<file path="config.mk">
export PLATFORM = sky130hd
export DESIGN_NAME = ray_aabb_hit_collector
export DESIGN_NICKNAME = d
export VERILOG_FILES = /design/src/rtl/ray_aabb_hit_collector.sv
export SDC_FILE = /design/constraint.sdc
export NUM_CORES = 1
export LEC_CHECK = 0
export CAP_MARGIN = 20
export CORE_MARGIN = 2
export CORE_UTILIZATION = 49
export CTS_CLUSTER_SIZE = 8
export DETAILED_ROUTE_END_ITERATION = 8
export PLACE_DENSITY_LB_ADDON = 0.05
export SLEW_MARGIN = 25
export SYNTH_ARGS = -nofsm -noshare
export SYNTH_HDL_FRONTEND = slang
export SYNTH_SLANG_ARGS = --single-unit
</file>
<file path="constraint.sdc">
create_clock -name clk -period 1.84 [get_ports clk]
set_clock_uncertainty 0.2 [all_clocks]
set_input_delay 0.184 -clock clk [delete_from_list [all_inputs] [get_ports clk]]
set_output_delay 0.184 -clock clk [all_outputs]
set_load 0.1 [all_outputs]
</file>
<file path="src/rtl/ray_aabb_hit_collector.sv">
// ray_aabb_hit_collector
// Tags each issued ray through a delay line that matches the comparator
// pipeline latency. It combines the two comparator flags into a hit/miss
// result and queues results in issue order. issue_ready is driven by credits,
// so an obedient issuer can never overflow the result queue.
module ray_aabb_hit_collector #(
    parameter int CMP_LAT = 3,
    parameter int ID_W    = 8,
    parameter int DEPTH   = 4
) (
    input  logic            clk,
    input  logic            rst,
    input  logic            issue_valid,
    input  logic [ID_W-1:0] issue_id,
    output logic            issue_ready,
    input  logic            less_nf,
    input  logic            less_fz,
    output logic            hit_valid,
    input  logic            hit_ready,
    output logic            hit,
    output logic [ID_W-1:0] hit_id,
    output logic [15:0]     hit_count,
    output logic            err
);

    localparam int PTR_W = $clog2(DEPTH);
    localparam int CNT_W = PTR_W + 1;
    localparam int INF_W = $clog2(CMP_LAT + 1);
    localparam int OCC_W = ((CNT_W > INF_W) ? CNT_W : INF_W) + 1;

    // Saturating increment for the delivered-hit counter.
    function automatic logic [15:0] sat_inc16(input logic [15:0] v);
        return (v == 16'hFFFF) ? v : v + 16'd1;
    endfunction

    // Delay line: one {valid, id} pair per comparator stage.
    logic [CMP_LAT-1:0] vld_p;
    logic [ID_W-1:0]    id_p [CMP_LAT];
    logic [INF_W-1:0]   inflight;

    // Result FIFO.
    logic [PTR_W-1:0]   wr_ptr;
    logic [PTR_W-1:0]   rd_ptr;
    logic [CNT_W-1:0]   fifo_count;
    logic               mem_hit [DEPTH];
    logic [ID_W-1:0]    mem_id  [DEPTH];

    logic               accept;
    logic               push;
    logic               full;
    logic               wr_en;
    logic               pop;
    logic               new_hit;
    logic [OCC_W-1:0]   occupancy;

    assign accept  = issue_valid & issue_ready;
    assign push    = vld_p[CMP_LAT-1];
    assign full    = (fifo_count == CNT_W'(DEPTH));
    assign wr_en   = push & ~full;
    assign pop     = hit_valid & hit_ready;
    assign new_hit = less_nf & ~less_fz;

    // ---- issue -> delay line stage boundary ----

    // Valid bits shift toward the FIFO. They are cleared on reset, so comparator
    // results that arrive afterwards have no matching stage and are ignored.
    always_ff @(posedge clk or negedge rst) begin
        if (!rst) begin
            vld_p <= '0;
        end else begin
            vld_p <= (vld_p << 1) | CMP_LAT'(accept);
        end
    end

    // Ray tags travel alongside their valid bits. This is data only, so it has no reset.
    always_ff @(posedge clk) begin
        id_p[0] <= issue_id;
        for (int i = 1; i < CMP_LAT; i++) begin
            id_p[i] <= id_p[i-1];
        end
    end

    // Count the rays still in flight. These rays already hold a FIFO credit.
    always_comb begin
        inflight = INF_W'($countones(vld_p));
    end

    // ---- delay line -> result FIFO stage boundary ----

    // Write the combined comparator verdict and its tag at the tail.
    always_ff @(posedge clk) begin
        if (wr_en) begin
            mem_hit[wr_ptr] <= new_hit;
            mem_id[wr_ptr]  <= id_p[CMP_LAT-1];
        end
    end

    // Pointers wrap naturally at DEPTH, and a separate count tells full from empty.
    always_ff @(posedge clk or negedge rst) begin
        if (!rst) begin
            wr_ptr     <= '0;
            rd_ptr     <= '0;
            fifo_count <= '0;
        end else begin
            if (wr_en) begin
                wr_ptr <= wr_ptr + 1'b1;
            end
            if (pop) begin
                rd_ptr <= rd_ptr + 1'b1;
            end
            case ({wr_en, pop})
                2'b10:   fifo_count <= fifo_count + 1'b1;
                2'b01:   fifo_count <= fifo_count - 1'b1;
                default: fifo_count <= fifo_count;
            endcase
        end
    end

    // Count delivered hits, saturating at all-ones.
    always_ff @(posedge clk or negedge rst) begin
        if (!rst) begin
            hit_count <= '0;
        end else if (pop && hit) begin
            hit_count <= sat_inc16(hit_count);
        end
    end

    // Sticky flag. It is set by an issue without credit, or by a result that finds the FIFO full.
    always_ff @(posedge clk or negedge rst) begin
        if (!rst) begin
            err <= 1'b0;
        end else if ((issue_valid && !issue_ready) || (push && full)) begin
            err <= 1'b1;
        end
    end

    // ---- FIFO head -> consumer ----

    // Credit check uses registered state only. A pop therefore frees credit one cycle later.
    always_comb begin
        occupancy   = OCC_W'(fifo_count) + OCC_W'(inflight);
        issue_ready = (occupancy < OCC_W'(DEPTH));
    end

    // The head is shown straight from storage. It is masked while the FIFO is empty,
    // so the unreset storage never reaches the outputs.
    always_comb begin
        hit_valid = (fifo_count != '0);
        hit       = hit_valid & mem_hit[rd_ptr];
        hit_id    = hit_valid ? mem_id[rd_ptr] : '0;
    end

endmodule
</file>
==> summary.txt, run 1 <==
Logic synthesis
  • Flops & latches, synth: slightly below 90
  • Synth top area share: 0.333
  • Register area share after synthesis: 0.689
  • Number of flops mapped to enable cells by yosys: 36
  • Unique masters post-synth: 36
  • Largest cells by area after synthesis: edfxtp_1 33%, dfrtp_1 21%, dfxtp_1 15%, mux4_2 6.2%, xor2_1 4.6%
  • Net Count, Synth: 234
  • Ys async rst share: 0.310
  • Commonest cells in the netlist: 36 x edfxtp_1, 27 x dfrtp_1, 24 x dfxtp_1, 17 x xor2_1, 13 x and2_1
  • Ys Warns: 0
  • Post-synth top flop: edfxtp_1
  • Most numerous cell in the Yosys netlist: edfxtp_1
  • Cell area after synthesis: 3250 sq um
  • Area leader, netlist: edfxtp_1
  • Mapped Avg Cell Area: approximately 15 sq um
  • Cell count after synthesis: 211

Pwr
  • P per Cell Area: 1820 nW/um^2
  • Static Leak: 2.04 nW
  • Worst IR Drop VDD: 1750 uV
  • Pwr Total: roughly 9 mW

Flow run
  • Total of max-cap violations: 0

GRT
  • Largest net degree at the start of global routing: 28
  • Congestion Overflow GR: 0
  • Total track usage: 0.205
  • Initial antenna violation count: 0
  • Global-route wire length before repair: 11.2 mm
  • Vias in the first global route: ~2200

Setup path
  • Worst r2r src: fifo_count[0]
  • Kind of critical path: reg -> out
  • Worst Path Buf+Inv: 4
  • R2r endpoint: fifo_count[2]
  • Max FO, Critical Path: 2
  • Cell Chain, Critical Path: inv_2, fa_2, inv_2, ha_4, nand2_2, o21ai_2, bufinv_8, buf_12
  • Arr. time, crit path: 1.89 ns
  • Crit path capture: issue_ready
  • Worst R2R Path Depth: 11
  • Flop2flop setup slack: -0.29 ns
  • CP max stage cell: dfrtp_2
  • Crit end category: output port
  • Crit path max-delay family: buffers and inverters
  • Worst path max stage delay: between 0.4 and 0.5 ns
  • Worst path depth: 8
  • Required time at the worst-slack endpoint: 1.46 ns
  • Critical Path Source: fifo_count[0]
  • Most frequent cell on the critical path: inv_2
  • CP startpoint kind: flop

Final layout
  • Post-layout util: 0.794
  • Area growth, synth to finish: 56.2%
  • Final layout net count: 330
  • Share of layout cells above drive strength 1: 0.532
  • Non-filler cells in the finished layout: 389
  • Design area: 5070 sq um
  • ANT cells: 0

Floorplanning
  • Chip width: 85.4 um
  • DIE AREA: 7290 sq um
  • DIE HEIGHT: 85.4 um
  • Row cnt: 29
  • Initial core utilization: 0.508
  • Ports: 42
  • Placeable Area: ~6400 sq um

Drt
  • Vias: 2048
  • Avg WL per Cell: 17.2 um
  • Post-Route WL: 6.67 mm
  • Via density: 5.26
  • M1 WL: 2.69 mm
  • Met3 wire len: 300 um
  • Metal2 WL: ~3.5 mm
  • Iter 0 DRT Violations: 125
  • Max Used Layer: met4
  • DRT Pass-1 Iters: 4
  • Number of routed nets with antenna violations: 0
  • Remaining DRCs: 0

STA
  • RSZ-0062 raised after global routing: yes
  • Final setup viols: 29
  • Hold Slack: 0.0599 ns
  • Fin crit share: 1.23
  • Final Max Tran Viols: 0
  • Min Tclk post-route: approximately 2.3 ns
  • Slew headroom: 0.561
  • Fin. Hold Viols: 0
  • FMAX: 441 MHz
  • Final TNS setup: -5.72 ns
  • Worst Max-Slew Pin Slew: roughly 0.65 ns
  • Final worst setup slack: -0.430 ns

CTS
  • Worst-path clk slew: 0.09 ns
  • CTS Sinks: 87
  • Worst-Skew Late Latency: 0.36 ns
  • Root Buffer: clkbuf_8
  • CTS tree: built
  • Clk buf depth: 2
  • Total CTS buffers: 9
  • Htree depth: 3

Outcome
  • Failing checks: negative setup slack
  • Status: complete, but fails checks

Placement
  • Pre-CTS setup slack: -0.258 ns
  • DP Area: 4470 sq um
  • Dpl cells: 364
  • HPWL after DPL: between 3 and 4 mm
  • GPL Wtd Cong: 0.788
  • Port bufs: 41

Min path
  • Worst hold path class: in -> reg
==> worst min-delay path by stage <==
| stage | endpoint | cells past startpoint | startpoint | slack [ns] |
|---|---|---|---|---|
| 6_report | id_p[0][7] | 1 | issue_id[7] | 0.06 |
| 5_1_grt | id_p[0][2] | 1 | issue_id[2] | 0.04 |
| 4_1_cts | id_p[0][0] | 1 | issue_id[0] | 0.05 |
| 3_5_place_dp | id_p[0][20] | 0 | id_p[0][12] | 0.11 |
| 3_3_place_gp | id_p[0][8] | 0 | id_p[0][0] | 0.11 |
| 2_1_floorplan | err | 0 | rst | -0.31 |
==> cells in the final DEF (no fill, tap or decap), types with 2 or more instances in the layout <==
cell type / n
nand2_1: 5
buf_6: 10
xnor2_1: 3
dfrtp_2: 4
dfxtp_1: 24
dfrtp_1: 8
clkbuf_8: 9
inv_8: 3
bufinv_16: 2
nand3_1: 8
or3_4: 2
nand4_1: 3
edfxtp_1: 36
nor2_4: 2
dfrtp_4: 15
buf_4: 32
and2_1: 4
ha_1: 4
nor4_4: 7
buf_12: 32
mux2_4: 2
clkdlybuf4s50_1: 13
and3_1: 4
inv_2: 4
nor2_1: 3
ha_4: 2
inv_1: 6
nor3_4: 6
xor2_1: 17
mux4_2: 9
fa_2: 2
and2_4: 9
==> cell type report <==
type | instances | area [sq um]
flip-flops and latches | 87 | 2300
fillers | 358 | 1320
multi-input cells | 110 | 1250
clock inverters | 7 | 111
inverters | 11 | 55.1
well taps | 77 | 96.3
clock buffers | 9 | 124
repair buffers | 88 | 1130
==> power breakdown <==
group | leakage, nW | total (mW) | internal, mW | switching (mW)
registers | 0.843 | 2.60 | 2.37 | 0.229
clock network | 0.120 | 1.53 | 0.800 | 0.734
logic | 1.08 | 5.10 | 2.22 | 2.88
total | 2.04 | 9.24 | 5.39 | 3.84
==> cell families after synthesis <==
family / synth area share
flip-flops: 0.689
adder cells (fa/ha/maj): 0.0393
AO/OA/AOI/OAI: 0.0116
AND/OR/NAND/NOR: 0.113
buffers and inverters: 0.0212
XOR/XNOR: 0.0540
multiplexers: 0.0724
==> repair_timing <==
action	4_1_cts	5_1_grt
setup buffers	6	1
gates cloned	1	0
resized for setup	54	6
hold buffers	1	0
pin swaps	28	9
endpoints found under the setup margin	28	31
hold endpoints to repair	13	0
==> registers in the layout, indices dropped and copies added (netlist names) <==
register / flops
err: 1
fifo_count: 3
hit_count: 16
id_p: 24
mem_hit: 4
mem_id: 32
rd_ptr: 2
vld_p: 3
wr_ptr: 2
==> routing by layer <==
metal | vias up | GRT usage
met1 | 1021 | 0.267
met5 | - | 0
met3 | 17 | 0.0496
met4 | 0 | 0.0750
met2 | 59 | 0.337
li1 | 951 | -
Note: power is estimated with default switching activity, not from simulation.
==> inputs of run 2 (changes only) <==
--- a/config.mk
+++ b/config.mk
@@ -10,7 +10,7 @@
 export CORE_UTILIZATION = 49
 export CTS_CLUSTER_SIZE = 8
 export DETAILED_ROUTE_END_ITERATION = 8
-export PLACE_DENSITY_LB_ADDON = 0.05
+export PLACE_DENSITY_LB_ADDON = 0.08
 export SLEW_MARGIN = 25
 export SYNTH_ARGS = -nofsm -noshare
 export SYNTH_HDL_FRONTEND = slang
==> summary.txt, run 2 (synthesis results as in run 1) <==
CTS
  • Worst-Skew Late Latency: ~0.35 ns
  • Total CTS buffers: 9
  • Clk buf depth: 2
  • Htree depth: 3
  • Worst-path clk slew: 0.10 ns
  • CTS tree: built
  • CTS Sinks: 87
  • Root Buffer: clkbuf_8

Drt
  • Number of routed nets with antenna violations: 0
  • Avg WL per Cell: 17.0 um
  • Iter 0 DRT Violations: 74
  • Via density: between 5 and 6
  • Post-Route WL: 6.63 mm
  • Vias: a little over 2000
  • DRT Pass-1 Iters: 4
  • Remaining DRCs: 0

Floorplanning
  • Initial core utilization: 0.508
  • Placeable Area: 6390 sq um
  • Chip width: 85.4 um
  • Ports: 42
  • Row cnt: 29
  • DIE HEIGHT: around 85 um
  • DIE AREA: 7290 sq um

Pwr
  • Worst IR Drop VDD: 2080 uV
  • Combinational share of power: 0.569
  • Clock Power Share: 0.141
  • Pwr Total: 8.99 mW
  • Sequential power share: 0.290
  • Cell Int Power: 5.15 mW
  • Switch share: 0.427
  • P per Cell Area: 1810 nW/um^2
  • Static Leak: 2.02 nW
  • NetSw: between 3 and 4 mW

STA
  • Worst Max-Slew Pin Slew: 0.551 ns
  • RSZ-0062 raised after global routing: yes
  • Final worst setup slack: -0.421 ns
  • Slew headroom: 0.631
  • Fin. Hold Viols: 0
  • Final TNS setup: -4.38 ns
  • Final Max Tran Viols: 0
  • Final setup viols: 28
  • Min Tclk post-route: 2.26 ns
  • Fin crit share: 1.23
  • Hold Slack: 0.0120 ns
  • FMAX: approximately 440 MHz

Placement
  • Dpl cells: 361
  • Port bufs: 41
  • HPWL after DPL: 4.03 mm
  • DP Area: 4470 sq um
  • GPL Wtd Cong: 0.878
  • Pre-CTS setup slack: -0.217 ns

Final layout
  • Largest register FFs: 32
  • Multi-input gate area: 1210 sq um
  • Post-layout util: 0.778
  • Non-filler cells in the finished layout: 389
  • Design area: a little under 5000 sq um
  • ANT cells: 0
  • Filler instances: 381
  • Final layout net count: 330
  • Top flop regs: mem_id: 32 flops, id_p: 24 flops, hit_count: 16 flops
  • Register Area: between 2000 and 2500 sq um
  • Most frequent cells in the layout: 36 x edfxtp_1, 32 x buf_4, 31 x buf_12
  • Area growth, synth to finish: 53.0%
  • Commonest non-fill, non-tap cell in the layout: edfxtp_1
  • Largest Register: mem_id
  • Share of layout cells above drive strength 1: 0.538

Setup path
  • Kind of critical path: reg -> out
  • Crit end category: output port
  • CP startpoint kind: flop
  • Required time at the worst-slack endpoint: 1.46 ns
  • Max FO, Critical Path: 2
  • Arr. time, crit path: 1.88 ns

GRT
  • Congestion Overflow GR: 0
  • Total track usage: 0.188
  • Global-route wire length before repair: around 10 mm
  • Largest net degree at the start of global routing: 28
  • Initial antenna violation count: 0
  • Vias in the first global route: 2134

Flow run
  • Total of max-cap violations: 0

Outcome
  • Failing checks: negative setup slack
  • Status: complete, but fails checks

Min path
  • Worst hold path class: in -> async
-- run 2: changes by cell type in the layout (fill, tap and decap cells not counted), moves of 2 or more --
cell | before | now
nor3_2 | 1 | 6
and2_1 | 4 | 1
bufinv_16 | 2 | 0
and2_4 | 9 | 12
nor3_4 | 6 | 0
-- run 2: area by class of cell --
class	instances	area share
clock buffer	9	0.0249
clock inverter	7	0.0139
inverter	11	0.0111
multi-input combinational	111	0.244
sequential	87	0.462
tap	77	0.0194
timing repair buffer	87	0.224
-- run 2: critical path: stages (launching register included) --
cell      delay (ns)
dfrtp_1         0.38
inv_2           0.05
fa_2            0.37
inv_2           0.07
ha_4            0.19
nand2_2         0.06
o21ai_2         0.06
bufinv_8        0.19
buf_12          0.16
-- run 2: power groups by stage --
stage | clock, mW | sequential, mW | combinational, mW
3_3_place_gp | 0 | 2.62 | 4.59
4_1_cts | 1.30 | 2.60 | 4.98
5_1_grt | 1.37 | 2.65 | 5.37
2_1_floorplan | 0 | 3.01 | 2.50
6_report | 1.27 | 2.61 | 5.11
3_5_place_dp | 0 | 2.63 | 4.63
-- run 2: layer usage --
| layer | track usage | part of all wire | vias to the layer above | routed length [um] |
|---|---|---|---|---|
| li1 | - | - | 951 | - |
| met1 | 0.235 | 0.41 | 1026 | 2750 |
| met2 | 0.320 | 0.53 | 49 | 3540 |
| met3 | 0.0477 | 0.042 | 8 | 278 |
| met4 | 0.0620 | 0.0098 | 0 | 65 |
| met5 | 0 | 0 | - | 0 |
-- run 2: repair_timing --
item,in CTS,in global routing
gates cloned,1,1
gates resized for setup,26,26
hold buffers,0,0
buffers inserted,9,5
setup endpoints to repair,29,67
pin swaps,17,19
-- run 2: path summary, 6_finish.rpt --
| check | end | startpoint | slack [ns] | cells past startpoint |
|---|---|---|---|---|
| max | issue_ready | vld_p[0] | -0.42 | 8 |
| min | hit_count[1] | rst | 0.01 | 2 |
| min reg2reg | id_p[0][10] | id_p[0][2] | 0.12 | 0 |
| max in group asynchronous | hit_count[5] | rst | 1.12 | 2 |
| min in group clk | id_p[0][3] | issue_id[3] | 0.07 | 1 |
| max reg2reg | fifo_count[2] | fifo_count[0] | -0.25 | 11 |
